`config.mk`:
```
export PLATFORM = sky130hd
export DESIGN_NAME = mac_sequencer
export DESIGN_NICKNAME = d
export VERILOG_FILES = /design/src/rtl/mac_sequencer.sv
export SDC_FILE = /design/constraint.sdc
export NUM_CORES = 1
export LEC_CHECK = 0
export CORE_UTILIZATION = 46
export CTS_CLUSTER_DIAMETER = 80
export DETAILED_ROUTE_END_ITERATION = 16
export PLACE_DENSITY = 0.82
export REMOVE_ABC_BUFFERS = 1
export SLEW_MARGIN = 20
export SYNTH_ARGS = -nofsm -noshare
export SYNTH_HDL_FRONTEND = slang
export SYNTH_SLANG_ARGS = --single-unit
```
`constraint.sdc`:
```
create_clock -name clk -period 3.5 [get_ports clk]
set_clock_uncertainty 0.15 [all_clocks]
set_input_delay 0.525 -clock clk [delete_from_list [all_inputs] [get_ports clk]]
set_output_delay 0.525 -clock clk [all_outputs]
set_load 0.01 [all_outputs]
```
`src/rtl/mac_sequencer.sv`:
```
// mac_sequencer: fetches vec_len weight/input pairs, drives one mac_unit and returns the sum on a valid/ready port.
// Optional build macro: MAC_SEQ_RELU_EN (clamp negative results to zero at capture).

`ifndef DATA_WIDTH
`define DATA_WIDTH 8
`endif
`ifndef ACC_WIDTH
`define ACC_WIDTH 32
`endif

module mac_sequencer #(
    parameter int unsigned ADDR_WIDTH = 8,
    parameter int unsigned LEN_WIDTH  = 9
) (
    input  logic                   clk,
    input  logic                   reset_n,
    input  logic                   start,
    input  logic [LEN_WIDTH-1:0]   vec_len,
    input  logic [ADDR_WIDTH-1:0]  w_base,
    input  logic [ADDR_WIDTH-1:0]  x_base,
    output logic                   busy,
    output logic                   w_rd_en,
    output logic [ADDR_WIDTH-1:0]  w_rd_addr,
    input  logic [`DATA_WIDTH-1:0] w_rd_data,
    output logic                   x_rd_en,
    output logic [ADDR_WIDTH-1:0]  x_rd_addr,
    input  logic [`DATA_WIDTH-1:0] x_rd_data,
    output logic                   mac_clear,
    output logic                   mac_enable,
    output logic [`DATA_WIDTH-1:0] mac_weight,
    output logic [`DATA_WIDTH-1:0] mac_input,
    input  logic [`ACC_WIDTH-1:0]  mac_result,
    output logic                   res_valid,
    input  logic                   res_ready,
    output logic [`ACC_WIDTH-1:0]  res_data,
    output logic                   done
);

    localparam int unsigned DW = `DATA_WIDTH;
    localparam int unsigned AW = `ACC_WIDTH;

    typedef enum logic [2:0] {
        IDLE    = 3'd0,
        CLEAR   = 3'd1,
        FETCH   = 3'd2,
        DRAIN   = 3'd3,
        CAPTURE = 3'd4,
        HOLD    = 3'd5
    } state_t;

    state_t                state_q, state_d;
    logic [LEN_WIDTH-1:0]  len_q, len_d;
    logic [LEN_WIDTH-1:0]  cnt_q, cnt_d;
    logic [ADDR_WIDTH-1:0] w_base_q, w_base_d;
    logic [ADDR_WIDTH-1:0] x_base_q, x_base_d;
    logic [ADDR_WIDTH-1:0] w_addr_d, x_addr_d;
    logic                  rd_en_d, clear_d, busy_d, valid_d;
    logic [AW-1:0]         data_d;

    // Memory data feeds the MAC directly; the MAC's enable is aligned by delaying rd_en.
    assign mac_weight = w_rd_data;
    assign mac_input  = x_rd_data;
    assign x_rd_en    = w_rd_en;
    assign done       = res_valid & res_ready;

    always_ff @(posedge clk or negedge reset_n) begin
        if (!reset_n) begin
            state_q    <= IDLE;
            len_q      <= '0;
            cnt_q      <= '0;
            w_base_q   <= '0;
            x_base_q   <= '0;
            busy       <= 1'b0;
            w_rd_en    <= 1'b0;
            w_rd_addr  <= '0;
            x_rd_addr  <= '0;
            mac_clear  <= 1'b0;
            mac_enable <= 1'b0;
            res_valid  <= 1'b0;
            res_data   <= '0;
        end else begin
            state_q    <= state_d;
            len_q      <= len_d;
            cnt_q      <= cnt_d;
            w_base_q   <= w_base_d;
            x_base_q   <= x_base_d;
            busy       <= busy_d;
            w_rd_en    <= rd_en_d;
            w_rd_addr  <= w_addr_d;
            x_rd_addr  <= x_addr_d;
            mac_clear  <= clear_d;
            mac_enable <= w_rd_en;
            res_valid  <= valid_d;
            res_data   <= data_d;
        end
    end

    // Next-state and next-output logic; outputs are computed one cycle ahead and registered.
    always_comb begin
        state_d  = state_q;
        len_d    = len_q;
        cnt_d    = cnt_q;
        w_base_d = w_base_q;
        x_base_d = x_base_q;
        w_addr_d = w_rd_addr;
        x_addr_d = x_rd_addr;
        rd_en_d  = 1'b0;
        clear_d  = 1'b0;
        valid_d  = res_valid;
        data_d   = res_data;

        case (state_q)
            IDLE: begin
                if (start) begin
                    len_d    = vec_len;
                    w_base_d = w_base;
                    x_base_d = x_base;
                    clear_d  = 1'b1;
                    state_d  = CLEAR;
                end
            end
            CLEAR: begin
                cnt_d = '0;
                if (len_q == '0) begin
                    state_d = CAPTURE;
                end else begin
                    rd_en_d  = 1'b1;
                    w_addr_d = w_base_q;
                    x_addr_d = x_base_q;
                    state_d  = FETCH;
                end
            end
            FETCH: begin
                if (cnt_q == len_q - LEN_WIDTH'(1)) begin
                    state_d = DRAIN;
                end else begin
                    cnt_d    = cnt_q + LEN_WIDTH'(1);
                    rd_en_d  = 1'b1;
                    w_addr_d = w_rd_addr + ADDR_WIDTH'(1);
                    x_addr_d = x_rd_addr + ADDR_WIDTH'(1);
                end
            end
            DRAIN: begin
                state_d = CAPTURE;
            end
            CAPTURE: begin
                valid_d = 1'b1;
`ifdef MAC_SEQ_RELU_EN
                data_d  = mac_result[AW-1] ? '0 : mac_result;
`else
                data_d  = mac_result;
`endif
                state_d = HOLD;
            end
            HOLD: begin
                if (res_ready) begin
                    valid_d = 1'b0;
                    state_d = IDLE;
                end
            end
            default: begin
                state_d = IDLE;
            end
        endcase

        busy_d = (state_d != IDLE);
    end

    logic unused_dw;
    assign unused_dw = (DW == 0);

endmodule

```
---- Word-level counts from Yosys, hierarchy flattened ----
Index checks and enable logic that the tools add are counted.
storage, ports and cells
  bits in registers ....................... 90
  output and inout bits ................... 71
  word-level logic and storage cells ...... 56
operators by class
  add/sub/neg operators ................... 4
  equal/unequal tests ..................... 9
  multiplexer cells ....................... 20
  bitwise logic cells ..................... 1
  reductions and logical operators ........ 9
operators with widths
  cell                                              count
  2-to-1 mux 8 bit                                  4
  case mux 8 bit (2 select lines)                   2
  case mux 3 bit (6 select lines)                   1
  case mux 9 bit (2 select lines)                   1
  adder 8 x 1 -> 8 bit, second input constant       2
  2-to-1 mux 3 bit                                  4
  adder 9 x 1 -> 9 bit, second input constant       1
  == test 9 bit                                     1
  logical NOT 9 bit                                 1
  2-to-1 mux 9 bit                                  1
  subtractor 9 x 1 -> 9 bit, second input constant  1
  == test 3 x 2 -> 1 bit, second input constant     2
  == test 3 bit, second input constant              2
  != test 2 bit, second input constant              3
  AND reduction 2 bit                               3
  2-to-1 mux 1 bit                                  5
  case mux 1 bit (2 select lines)                   2
  nonzero test 2 bit                                2
  == test 3 x 1 -> 1 bit, second input constant     1
  logical NOT 3 bit                                 1
  AND reduction 3 bit                               1
  nonzero test 3 bit                                1
  AND 1 bit                                         1

---- Depth between registers and ports, before layout ----
Gate-level depths: netlist (run 1).
  depth after elaboration ................. 5
  depth in mapped cells ................... 10
  depth with buffers taken out ............ 10

---- Least setup slack after synthesis (run 1) ----
No wires, ideal clock.
  kind .................................... register to register
  from .................................... reg len_q[0]
  to ...................................... reg x_rd_addr[4]
  setup time .............................. 0.126 ns
  arrival ................................. 2.308 ns
  data required time ...................... 3.224 ns
  path slack .............................. 0.916 ns
  cell stages (with the launch flop) ...... 11
  cells stage by stage .................... dfrtp_1 -> inv_1 -> ha_1 -> or3b_2 -> o21ai_1 -> nor3b_1 -> and4_1 -> buf_6 -> buf_8 -> a311oi_1 -> a221o_1
between the ends
  longest elaborated chain between the ends .. 4
RTL lines
  what                                    RTL line  source
  start, declared                         52        logic [LEN_WIDTH-1:0] len_q, len_d;
  start signal, assigned                  83        len_q <= len_d;
  subtractor 9 x 1 -> 9 bit               134       if (cnt_q == len_q - LEN_WIDTH'(1)) begin
  == test 9 bit                           134
  != test 2 bit (no source line)          -
  AND reduction 3 bit (no source line) *  -
  end signal, assigned                    90        x_rd_addr <= x_addr_d;
  end, declared                           26        output logic [ADDR_WIDTH-1:0] x_rd_addr,
Every way passes the cells marked *; elsewhere a longest branch is shown, timed or not.
A chain may end at the register's enable or synchronous reset.

---- Worst setup path after layout (run 1) ----
  from .................................... reg len_q[0]
  to ...................................... reg cnt_q[4]
between the ends
  longest elaborated chain between the ends .. 4
RTL lines
  what                                  RTL line  source
  subtractor 9 x 1 -> 9 bit             134
  == test 9 bit                         134
  != test 2 bit (no source line)        -
  AND reduction 2 bit (no source line)  -
  end signal, assigned                  84        cnt_q <= cnt_d;
  end, declared                         53        logic [LEN_WIDTH-1:0] cnt_q, cnt_d;
Every way passes these cells.

==> impl_metrics.py, run 1 <==
metrics = {
    "run_status": {
        "status": "completed",
    },
    "floorplan": {
        "die_width_um": 100,
        "design.portCount": 148,
        "core_area_um2": 9280,
        "floorplan.rows": 35,
        "die_y_um": 100,
        "die-area_um2": 10000,
        "initial_utilization_pct": 47.8,
    },
    "placed_design": {
        "post-place-ws_ns": 0.383,
        "finalWeightedCongestion": 0.858,
        "numPortBuffers": 115,
        "postPlaceCellArea_um2": 5590,
        "dpl.hpwl_um": 7770,
    },
    "worst_hold_path": {
        "min-delay-path-class": "reg2reg",
    },
    "clock_network": {
        "cts.path.max_buffers": 2,
        "cts.htree.levels": 3,
        "cts-root-buf": "clkbuf_8",
        "clock_latency_ns": 0.35,
        "clkTransAtPathRegs_ns": 0.10,
        "cts-buffers-inserted": 9,
        "number_of_sinks_on_the_clock_net": 90,
        "clock_tree_from_tritoncts": "yes",
        "postCtsSetupBuffers": 0,
    },
    "logic_synthesis": {
        "synth_xor_area_share_pct": 2.51,
        "main_combinational_cell_family_by_area_after_synthesis": "multiplexers",
        "synth_cells": 394,
        "postSynthAreaPerCell_um2": 11.3,
        "multiplexer_area_fraction_after_synthesis_pct": 14.6,
        "synth-warning-count": 0,
        "synth-edff-count": 0,
        "post_synth_instance_area_um2": 4440,
        "synth-seq-area-share_pct": 50.8,
        "synth_compound_area_share_pct": 13.1,
        "synth.distinct_cells": 58,
        "async_reset_ff_share_pct": 100,
        "yosys.area_share.adder_pct": 1.13,
        "yosys_register_bits": 90,
        "synth_top_flop_cell": "dfrtp_1",
        "yosys.area_share.simple_pct": 11.4,
        "yosys_top_cell_area_share_pct": 50.8,
        "netlist.top_cell.by_area": "dfrtp_1",
        "netlist_top_cells_area": "dfrtp_1, mux2_2, buf_4",
    },
    "timing": {
        "maxSlewViolCount": 0,
        "slew_headroom_pct": 52.3,
        "time_the_final_worst_path_needs_with_i_o_delays_and_setup_ns": 3.16,
        "post-route-period-util_pct": 90.2,
        "number_of_endpoints_with_negative_hold_slack_in_the_final_report": 0,
        "hold-worst-slack_ns": 0.274,
        "clock.fmax_mhz": 317,
        "worstMarginPinSlew_ns": 0.714,
        "grt_setup_unrepaired": "false",
        "final-setup-viol-count": 0,
        "postLayoutSetupSlackWorst_ns": 0.341,
    },
    "route": {
        "route.final.wire_length_um": 10800,
        "drt_drc_violations_left": 0,
        "drt-pass1-iter-count": 5,
        "antenna_violating_nets_post_route": 0,
        "avgRoutedWirePerCell_um": 17.2,
        "avgViaCountPerCell": 5.62,
        "vias": 3524,
        "detail_route.iter0.violations": 238,
    },
    "finish": {
        "final_common_cell": "clkdlybuf4s50_1",
        "finalNetCount": 574,
        "n_antenna_cell": 0,
        "fraction_of_layout_cells_with_a_size_suffix_above_1_pct": 19.1,
        "post-route-util_pct": 62.4,
        "most-common-layout-cells": "clkdlybuf4s50_1, dfrtp_1, mux2_2",
        "flow.area_growth_from_synthesis_pct": 30.6,
        "final_design_area_no_fill_um2": 5790,
    },
    "power": {
        "vdd.ir_drop.worst_mv": 0.539,
        "power_w": 0.00510,
        "p_leak_nw": 2.37,
        "cellPowerDensity_nw_per_um2": 880,
    },
    "grt": {
        "globalRouteOverflowTotal": 0,
        "global_route_wire_length_before_repair_um": 17700,
        "grt_max_degree": 40,
        "grt_pass1_vias": 3591,
        "antenna_found_initial": 0,
        "grt_use_total_pct": 22.4,
    },
    "setup_path": {
        "criticalPathCategory": "reg2reg",
        "timing.critical_path.arrival_ns": 3.28,
        "largest_driver_fanout_on_the_critical_path": 14,
        "nature_of_the_critical_path_startpoint": "flop",
        "cp.required_ns": 3.62,
        "critPathCaptureType": "flop",
    },
    "job": {
        "count_of_maximum_capacitance_violations": 0,
    },
}
[worst max-delay path, cell delays in order (launching register included)]
cell	delay, ns
dfrtp_1	0.46
inv_1	0.11
ha_1	0.29
or3b_2	0.51
o21ai_1	0.13
nor3b_1	0.25
and4_1	0.58
buf_4	0.27
a31oi_1	0.12
o21ai_0	0.20
[cells in the mapped netlist (all sizes together), types with 2 or more instances]
library cell / count
dfrtp: 90
mux2: 55
nand2: 31
buf: 22
o21ai: 20
nor2: 19
inv: 17
a21oi: 14
clkbuf: 14
nand3: 10
or3: 8
nor3: 7
o221ai: 6
xor2: 6
a211oi: 5
a31oi: 5
a2111o: 4
and3: 4
ha: 4
nor3b: 4
xnor2: 4
a211o: 3
mux2i: 3
nand4: 3
a2111oi: 2
a21o: 2
a221o: 2
a2bb2oi: 2
a311oi: 2
a32o: 2
a32oi: 2
and2: 2
nor2b: 2
o221a: 2
or3b: 2
[state kept, by name, indices dropped and copies added, names as in the netlist, 3 cells and up]
| name | flops |
|---|---|
| w_base_q | 8 |
| cnt_q | 9 |
| x_base_q | 8 |
| len_q | 9 |
| x_rd_addr | 8 |
| w_rd_addr | 8 |
| state_q | 3 |
| res_data | 32 |
[final cells by class]
class	count	area, µm²
clock buffer	10	138
clock inverter	6	50.0
fill	743	3490
inverter	17	63.8
multi-input combinational	251	1910
sequential	90	2250
tap	129	161
timing repair buffer	124	1220
[worst paths after layout]
check,from,slack (ns),end,depth (start not counted)
max in group asynchronous,reset_n,1.92,cnt_q[5],3
min in group asynchronous,reset_n,0.54,res_data[10],2
max reg2reg,len_q[0],0.34,cnt_q[4],9
min reg2reg,w_rd_en,0.27,mac_enable,0
max,len_q[0],0.34,cnt_q[4],9
min,w_rd_en,0.27,mac_enable,0
[repair_timing]
item,in CTS,in global routing
setup endpoints to repair,0,0
gates resized for setup,0,0
endpoints found under the hold margin,32,0
hold buffers,1,0
[cells by family (layout without fill, tap and decap cells)]
kind of cell / count (synthesis) / count (layout)
simple gates: 99 / 99
fa+ha+maj: 4 / 4
xor+xnor: 11 / 11
flops: 90 / 90
mux: 58 / 58
compound gates: 79 / 79
buf+inv: 53 / 157
[per-layer routing]
metal	part of all wire [%]	GRT usage (%)	wire (µm)	vias up
met5	0	0	0	-
met2	47	35.8	5090	168
met3	10	8.70	1120	15
met1	41	27.6	4430	1733
li1	-	-	-	1608
met4	1.4	8.36	146	0
[metrics by stage]
stage / std cells / setup TNS (ns)
after detailed placement: 610 / 0
after global placement: 610 / 0
after floorplan: 358 / -12.93
after global routing: 627 / 0
final: 627 / 0
after CTS: 627 / 0
[report_power, final]
part / switching [W] / total, W / internal [W]
clock: 0.000392 / 0.000679 / 0.000287
combinational: 0.00111 / 0.00248 / 0.00137
sequential: 0.000420 / 0.00194 / 0.00152
Power figures use the tool's default switching activity.
==> run 2, diff against run 1 <==
CORE_ASPECT_RATIO = 1.5   (was default)
GPL_TIMING_DRIVEN = 1   (was default)
==> impl_metrics.py, run 2 (same netlist as run 1, synthesis figures left out) <==
metrics = {
    "run_status": {
        "status": "completed",
    },
    "floorplan": {
        "floorplan.rows": 43,
        "initial_utilization_pct": 47.7,
        "die_y_um": 122,
        "design.portCount": 148,
        "die-area_um2": 10000,
        "core_area_um2": 9310,
        "die_width_um": 82.2,
    },
    "timing": {
        "post-route-period-util_pct": 89.5,
        "final-setup-viol-count": 0,
        "grt_setup_unrepaired": "false",
        "maxSlewViolCount": 0,
        "slew_headroom_pct": 49.4,
        "worstMarginPinSlew_ns": 0.760,
        "time_the_final_worst_path_needs_with_i_o_delays_and_setup_ns": 3.13,
        "hold-worst-slack_ns": 0.113,
        "number_of_endpoints_with_negative_hold_slack_in_the_final_report": 0,
        "clock.fmax_mhz": 319,
        "totalNegativeSetupSlack_ns": 0,
    },
    "route": {
        "drt-pass1-iter-count": 5,
        "detail_route.iter0.violations": 273,
        "vias": 3516,
        "antenna_violating_nets_post_route": 0,
        "drt_drc_violations_left": 0,
        "route.final.wire_length_um": 11000,
        "avgRoutedWirePerCell_um": 18.1,
        "avgViaCountPerCell": 5.77,
    },
    "clock_network": {
        "cts-buffers-inserted": 9,
        "cts.htree.levels": 3,
        "post_cts_resized": 0,
        "post_cts_hold_buffer_count": 0,
        "number_of_sinks_on_the_clock_net": 90,
        "clock_tree_from_tritoncts": "yes",
        "cts.path.max_buffers": 2,
        "postCtsSetupBuffers": 0,
        "clkTransAtPathRegs_ns": 0.07,
        "cts-root-buf": "clkbuf_16",
        "clock_latency_ns": 0.34,
    },
    "worst_hold_path": {
        "min-delay-path-class": "in2async",
    },
    "power": {
        "power.sequential.fraction_pct": 35.5,
        "power_frac_comb_pct": 45.2,
        "cellPowerDensity_nw_per_um2": 931,
        "vdd.ir_drop.worst_mv": 0.589,
        "power_w": 0.00550,
        "p_leak_nw": 2.43,
        "power_switching_w": 0.00194,
        "power.switching_fraction_pct": 35.2,
        "clockPowerShare_pct": 19.2,
        "p_int_w": 0.00356,
    },
    "finish": {
        "most-common-layout-cells": "clkdlybuf4s50_1, dfrtp_1, mux2_2",
        "n_antenna_cell": 0,
        "finalNetCount": 573,
        "largestRegisters": "res_data: 32 flops, cnt_q: 9 flops, len_q: 9 flops",
        "post-route-util_pct": 63.4,
        "largest_register_ffs": 32,
        "fraction_of_layout_cells_with_a_size_suffix_above_1_pct": 18.9,
        "final_common_cell": "clkdlybuf4s50_1",
        "flow.area_growth_from_synthesis_pct": 33.1,
        "largest-register": "res_data",
    },
    "grt": {
        "globalRouteOverflowTotal": 0,
        "grt_max_degree": 63,
        "antenna_found_initial": 0,
        "grt_pass1_vias": 3754,
        "grt_use_total_pct": 23.8,
        "global_route_wire_length_before_repair_um": 18100,
    },
    "setup_path": {
        "setup_slack_of_the_most_critical_reg_to_reg_path_ns": 0.37,
        "timing.rr.end": "cnt_q[5]",
        "timing.rr.start": "len_q[0]",
        "timing.critical_path.arrival_ns": 3.22,
        "nature_of_the_critical_path_startpoint": "flop",
        "largest_driver_fanout_on_the_critical_path": 14,
        "cp.required_ns": 3.59,
        "criticalPathCategory": "reg2reg",
        "worst-r2r-cell-count": 9,
        "critPathCaptureType": "flop",
    },
    "job": {
        "count_of_maximum_capacitance_violations": 0,
    },
    "placed_design": {
        "dpl.hpwl_um": 7860,
        "numPortBuffers": 115,
        "finalWeightedCongestion": 0.880,
    },
}
[run 2: worst max-delay path by stage]
| stage | slack, ns | depth (start not counted) | startpoint | to |
|---|---|---|---|---|
| floorplan | -0.52 | 2 | state_q[0] | len_q[2] |
| detailed placement | 0.33 | 9 | len_q[0] | x_rd_addr[1] |
| global route | 0.21 | 9 | len_q[0] | cnt_q[7] |
| CTS | 0.32 | 9 | len_q[0] | x_rd_addr[1] |
| finish | 0.37 | 9 | len_q[0] | cnt_q[5] |
| global placement | 0.49 | 8 | len_q[0] | x_rd_addr[4] |
[run 2: area by class of cell]
| class | instances | area [µm²] |
|---|---|---|
| fillers | 711 | 3400 |
| flip-flops and latches | 90 | 2250 |
| multi-input cells | 251 | 1910 |
| repair buffers | 123 | 1210 |
| clock buffers | 12 | 256 |
| well taps | 112 | 140 |
| clock inverters | 4 | 73.8 |
| inverters | 17 | 63.8 |
[run 2: power groups by stage]
| stage | clock network (W) | registers, W | logic, W |
|---|---|---|---|
| floorplan | 0 | 0.00199 | 0.00132 |
| global placement | 0 | 0.00194 | 0.00240 |
| detailed placement | 0 | 0.00196 | 0.00248 |
| CTS | 0.00107 | 0.00195 | 0.00250 |
| global route | 0.00111 | 0.00202 | 0.00269 |
| finish | 0.00106 | 0.00195 | 0.00248 |
[run 2: worst max-delay path, cell delays in order (launching register included)]
cell and delay, ns:
dfrtp_1 0.45, inv_1 0.11, ha_1 0.29, or3b_2 0.51
o21ai_1 0.13, nor3b_1 0.23, and4_1 0.57, buf_4 0.27
a21oi_1 0.08, o21ai_0 0.23
[run 2: stage by stage]
stage	setup WS [ns]	std cells	instance area [µm²]
after floorplan	-0.518	358	4210
after global placement	0.493	593	5570
after detailed placement	0.332	593	5570
after CTS	0.322	609	5900
after global routing	0.211	609	5910
final	0.369	609	5910
[run 2: per-layer routing]
metal,up-vias,GRT usage [%],part of all wire [%]
met5,-,2.22,0
met4,0,11.7,2.7
met3,27,8.48,8.8
met2,168,37.7,49
met1,1710,27.9,39
li1,1611,-,-
